**src/rtl/regfiles_read_port.sv**
```systemverilog
// Two-requester round-robin read front end for the 32x32 register file.
// Forwards same-cycle write data and returns one registered response.
module regfiles_read_port #(
  parameter int WIDTH = 32,
  parameter int DEPTH = 32,
  parameter int AW    = 5
) (
  input  logic                   clk,
  input  logic                   rst,
  input  logic [WIDTH*DEPTH-1:0] reg_flat,
  input  logic                   we,
  input  logic [AW-1:0]          waddr,
  input  logic [WIDTH-1:0]       wdata,
  input  logic                   req0_valid,
  input  logic [AW-1:0]          req0_addr,
  output logic                   req0_ready,
  input  logic                   req1_valid,
  input  logic [AW-1:0]          req1_addr,
  output logic                   req1_ready,
  output logic                   rsp_valid,
  output logic                   rsp_id,
  output logic [WIDTH-1:0]       rsp_data,
  input  logic                   rsp_ready
);

  logic [WIDTH-1:0] regs [DEPTH];

  for (genvar i = 0; i < DEPTH; i++) begin : g_unflat
    assign regs[i] = reg_flat[i*WIDTH +: WIDTH];
  end

  logic             last;
  logic             can_accept;
  logic             grant0;
  logic             grant1;
  logic             accept;
  logic             sel;
  logic [AW-1:0]    raddr;
  logic [WIDTH-1:0] rval;

  assign can_accept = !rsp_valid || rsp_ready;
  assign grant0 = req0_valid && (!req1_valid || last);
  assign grant1 = req1_valid && (!req0_valid || !last);

  // Gated by rst so no handshake completes while reset is held.
  assign req0_ready = grant0 && can_accept && !rst;
  assign req1_ready = grant1 && can_accept && !rst;
  assign accept = req0_ready || req1_ready;
  assign sel = grant1;
  assign raddr = sel ? req1_addr : req0_addr;

  always_comb begin
    rval = '0;
    unique case (1'b1)
      (raddr == '0): rval = '0;
      (we && waddr == raddr && waddr != '0): rval = wdata;
      default: rval = regs[raddr];
    endcase
  end

  always_ff @(posedge clk or posedge rst) begin
    if (rst) begin
      rsp_valid <= 1'b0;
      rsp_id    <= 1'b0;
      rsp_data  <= '0;
      last      <= 1'b1;
    end else if (accept) begin
      rsp_valid <= 1'b1;
      rsp_id    <= sel;
      rsp_data  <= rval;
      last      <= sel;
    end else if (rsp_ready) begin
      rsp_valid <= 1'b0;
    end
  end

endmodule

```
**config.mk**
```make
export PLATFORM = sky130hd
export DESIGN_NAME = regfiles_read_port
export DESIGN_NICKNAME = d
export VERILOG_FILES = /design/src/rtl/regfiles_read_port.sv
export SDC_FILE = /design/constraint.sdc
export NUM_CORES = 1
export LEC_CHECK = 0
export CAP_MARGIN = 0
export CELL_PAD_IN_SITES_DETAIL_PLACEMENT = 0
export CELL_PAD_IN_SITES_GLOBAL_PLACEMENT = 1
export CORE_AREA = 2 2 432 434
export CTS_CLUSTER_SIZE = 12
export DETAILED_ROUTE_END_ITERATION = 8
export DIE_AREA = 0 0 434 436
export PLACE_DENSITY = 0.39
export SLEW_MARGIN = 20
export SYNTH_ARGS = -nofsm -noshare
export SYNTH_HDL_FRONTEND = slang
export SYNTH_SLANG_ARGS = --single-unit
```
**constraint.sdc**
```tcl
create_clock -name clk -period 4 [get_ports clk]
set_clock_uncertainty 0.2 [all_clocks]
set_input_delay 0.4 -clock clk [delete_from_list [all_inputs] [get_ports clk]]
set_output_delay 0.4 -clock clk [all_outputs]
set_load 0.02 [all_outputs]
```
# Word-level counts from Yosys, hierarchy flattened
# Cells that the tools add are included.
# classes
order_cmp	1
eq_ne	1
n_mux	7
bitwise	1
n_reduce_logical	20
# ops
op	count
32-bit binary-select mux with 5-bit select	1
32-bit 2-to-1 mux	2
32-bit case mux with 2 select lines	1
1-bit logical AND	8
6-bit >= comparator, second input constant	1
5-bit NOT with 6-bit output	1
5-bit equality test	1
1-bit zero test	5
5-bit zero test	1
5-bit 2-to-1 mux	1
5-bit nonzero test	1
1-bit logical OR	4
1-bit 2-to-1 mux	2
2-bit nonzero test	1
# word_totals
ff_bits	35
input_bits	1077
out_inout_bits	36

# Longest topological paths before layout
# depth
depth_word	9
depth_mapped	11
depth_no_buf	7

# Worst setup path after synthesis
# No wires, ideal clock.
# synth_timing
kind	input port to flip-flop
start	input req1_valid
end	register rsp_data[2]
setup_ns	0.121
t_arrival_ns	2.567
required_ns	3.679
slack_ns	1.111
path_stages	9
n_path_buf	3
cell_sequence	a21boi_4 -> mux2i_4 -> buf_4 -> clkbuf_1 -> buf_1 -> mux4_2 -> a22oi_1 -> a21oi_1 -> o22a_1
# synth_via
elab_chain_cells	7
# synth_lines
item	line_no	source
start, declared	17	input logic req1_valid,
1-bit logical AND	43	assign grant1 = req1_valid && (!req0_valid || !last);
5-bit 2-to-1 mux	50	assign raddr = sel ? req1_addr : req0_addr;
5-bit NOT with 6-bit output (implied by the code)	57	default: rval = regs[raddr];
32-bit binary-select mux with 5-bit select	57	
32-bit 2-to-1 mux (implied by the code) (2 in a row)	57	
32-bit case mux with 2 select lines	54	unique case (1'b1)
end signal, assigned	70	rsp_data <= rval;
end, declared	22	output logic [WIDTH-1:0] rsp_data,
# Several ways; a longest one is shown, not always the timed one. The select of a mux whose other input is x is not followed.
# A chain may end at the register's enable or synchronous reset.

# Worst setup path in the final report
# layout_timing
start	input req0_valid
end	register rsp_data[24]
# layout_via
elab_chain_cells	9
# layout_lines
item	line_no	source
start, declared	14	input logic req0_valid,
1-bit zero test	43	
1-bit logical OR	43	
1-bit logical AND	43	
5-bit 2-to-1 mux	50	
5-bit NOT with 6-bit output (implied by the code)	57	
32-bit binary-select mux with 5-bit select	57	
32-bit 2-to-1 mux (implied by the code) (2 in a row)	57	
32-bit case mux with 2 select lines	54	
# Several ways; a longest one is shown, not always the timed one. The select of a mux whose other input is x is not followed.

==> results.sh <==
export IMPL_status="finished clean"
export IMPL_fp_dieW_um=434
export IMPL_io_pins=1113
export IMPL_cts_resized=0
export IMPL_worstSetupPathType="input port to register"
export IMPL_synthCells=749
export IMPL_start_util=0.0516
export IMPL_wl_per_cell_um=32.2
export IMPL_setup_tns_ns=0
export IMPL_io_buffer_count=1112
export IMPL_detail_route_antenna_nets=0
export IMPL_slowest_delay_ns=0.51
export IMPL_setup_viol=0
export IMPL_required_ns=4.05
export IMPL_relSlewSlack=0.377
export IMPL_ctsHoldBuffers=0
export IMPL_synthArstFlopShare=1.00
export IMPL_grt_setup_unrepaired="no"
export IMPL_antenna_found_initial=99
export IMPL_htree_levels=2
export IMPL_synth_compound_area_frac=0.195
export IMPL_synthSimpleGateAreaFrac=0.0340
export IMPL_timing_fmax_mhz=274
export IMPL_critical_path_top_delay_family="compound AO/OA/AOI/OAI gates"
export IMPL_worst_slew_pin_transition_ns=0.934
export IMPL_finalCritPeriodShare=0.913
export IMPL_clk_pin_slew_ns=0.09
export IMPL_routed_wl_mm=141
export IMPL_clockBufferDepth=2
export IMPL_cp_slowest_cell="clkdlybuf4s50_1"
export IMPL_numClockSinks=35
export IMPL_grt_pass1_vias=14600
export IMPL_synth_nets=1826
export IMPL_drcViolationCount=0
export IMPL_ys_ff_latch=35
export IMPL_setup_slack_ns=0.349
export IMPL_period_needed_ns=3.65
export IMPL_syn_area_um2=9520
export IMPL_power_leakage_uw=0.00808
export IMPL_hp_class="register to register"
export IMPL_dr_total_vias=13700
export IMPL_muxShareOfSynthArea=0.620
export IMPL_dp_hpwl_mm=128
export IMPL_rows=158
export IMPL_postCtsSetupRepairBufs=0
export IMPL_area_growth_synth_to_final_pct=159
export IMPL_dr_pass1_iters=5
export IMPL_layout_drive_gt1_share=0.203
export IMPL_synthXorXnorAreaFrac=0.00276
export IMPL_maxCapViolCount=0
export IMPL_core_area_um2=185000
export IMPL_yosysUniqueCellTypes=44
export IMPL_pre_cts_slack_ns=-0.174
export IMPL_synth_adder_area_share=0
export IMPL_cp_start_kind="input port"
export IMPL_drt_iter0_drc=818
export IMPL_tritoncts="built"
export IMPL_power_density_nw_per_um2=227
export IMPL_crit_top_cell="buf_4"
export IMPL_grt_max_degree=30
export IMPL_maxSlewViolCount=0
export IMPL_arrival_ns=3.70
export IMPL_grt_pass1_wl_mm=173
export IMPL_syn_avg_cell_area_um2=12.7
export IMPL_irDropWorstVdd_uv=171
export IMPL_cp_end_kind="register"
export IMPL_die_h_um=436
export IMPL_path_buf_inv=4
export IMPL_cts_root_buffer="clkbuf_16"
export IMPL_numCtsBuffers=5
export IMPL_place_gp_congestion=0.863
export IMPL_track_usage=0.144
export IMPL_clk_latency_ns=0.35
export IMPL_fill_cells=20900
export IMPL_synth_seq_area_share=0.0921
export IMPL_ys_flop_type="dfrtp_1"
export IMPL_viasPerCell=3.13
export IMPL_nNetsFinal=2964
export IMPL_die_area_um2=189000
export IMPL_worstPathCellList="clkdlybuf4s50_1 -> a21boi_4 -> mux2_8 -> buf_12 -> buf_4 -> mux4_2 -> a22oi_1 -> buf_4 -> nand2_1 -> a221o_1 -> o22a_1"
export IMPL_finalPower_uw=5590
export IMPL_worstPathMaxFanout=19
export IMPL_hold_violations=0
export IMPL_ys_warnings_count=0
export IMPL_synth_top_family_by_area="multiplexers"
export IMPL_synth_edf_count=0
export IMPL_grt_overflow=0
-- worst reg2reg max path, delay by kind of cell (launching register included) --
kind / cells / cell delay, ns
flip-flops: 1 / 0.57
AO/OA/AOI/OAI: 4 / 1.10
multiplexers: 2 / 0.87
buffers and inverters: 2 / 0.64
-- flip-flops by register name, summed over array words and instances (netlist names) --
signal     cells
last           1
rsp_data      32
rsp_id         1
rsp_valid      1
-- through the flow --
step,instances,utilization,cell area [um^2],hold WS [ns]
6_report,4379,0.133,24600,0.289
5_1_grt,4372,0.133,24600,0.314
4_1_cts,4367,0.133,24600,0.298
3_5_place_dp,4360,0.133,24500,0.265
3_3_place_gp,4360,0.132,24500,0.263
2_1_floorplan,749,-,9520,0.319
-- layer usage --
metal  global-route usage  share of wire  vias up
li1                     -              -     5712
met1                0.184           0.43     7079
met2                0.251           0.50      719
met3               0.0313          0.065      151
met4               0.0166         0.0097       46
met5                    0         0.0021        -
-- worst paths after layout --
check,depth (start not counted),slack [ns],to,from
setup / recovery,11,0.35,rsp_data[24],req0_valid
hold / removal,1,0.29,rsp_id,rsp_id
setup reg to reg,8,0.50,rsp_data[2],last
hold reg to reg,1,0.29,rsp_id,rsp_id
max in group asynchronous,3,2.31,rsp_data[27],rst
min in group asynchronous,2,0.38,rsp_valid,rst
-- cell usage after synthesis (all sizes together), types with 3 or more instances --
cell type | count | area [um^2]
a21o | 3 | 22.5
mux2 | 4 | 48.8
nand2b | 6 | 37.5
a21oi | 37 | 185
xnor2 | 3 | 26.3
a32oi | 4 | 35.0
nand2 | 47 | 176
o21ai | 3 | 15.0
a221o | 29 | 290
o22a | 31 | 272
clkbuf | 53 | 199
buf | 47 | 303
o22ai | 11 | 68.8
mux4 | 238 | 5360
mux2i | 48 | 497
inv | 7 | 26.3
a22oi | 116 | 871
dfrtp | 34 | 851
nor2 | 5 | 18.8
-- where the power goes --
| group | internal, uW | switching [uW] |
|---|---|---|
| registers | 480 | 195 |
| clock network | 247 | 268 |
| logic | 2310 | 2090 |
-- logic make-up (layout without fill, tap and decap cells) --
| logic type | count (synthesis) | after routing |
|---|---|---|
| AND/OR/NAND/NOR | 69 | 69 |
| multiplexers | 290 | 290 |
| XOR/XNOR | 3 | 3 |
| flip-flops | 35 | 35 |
| buffers and inverters | 107 | 1245 |
| other | 0 | 12 |
| AO/OA/AOI/OAI | 245 | 245 |
-- cell usage in the layout, fill, tap and decap left out, types with 2 or more instances in the layout --
cell type / n
a2111oi_0: 2
a21o_1: 3
a21oi_1: 36
a221o_1: 29
a22oi_1: 116
a32oi_1: 4
and3_1: 2
buf_12: 20
buf_4: 99
clkbuf_16: 5
clkdlybuf4s50_1: 1112
dfrtp_1: 34
diode_2: 12
inv_1: 6
mux2_2: 2
mux2i_1: 45
mux2i_2: 2
mux4_2: 238
nand2_1: 47
nand2b_1: 4
nand2b_2: 2
nand3_1: 2
nor2_4: 4
nor3b_1: 2
o21ai_1: 2
o22a_1: 31
o22ai_1: 11
o31ai_1: 2
xnor2_1: 3
-- layout make-up --
class                      instances  area, um^2  share of cell area
clock buffer                       6         139             0.00564
timing repair buffer            1231       12300               0.498
multi-input combinational        607        8190               0.332
inverter                           7        26.3             0.00107
sequential                        35         877              0.0356
tap                             2480        3100               0.126
clock inverter                     1        5.00            0.000203
antenna                           12        30.0             0.00122
Note: power is estimated with default switching activity, not from simulation.
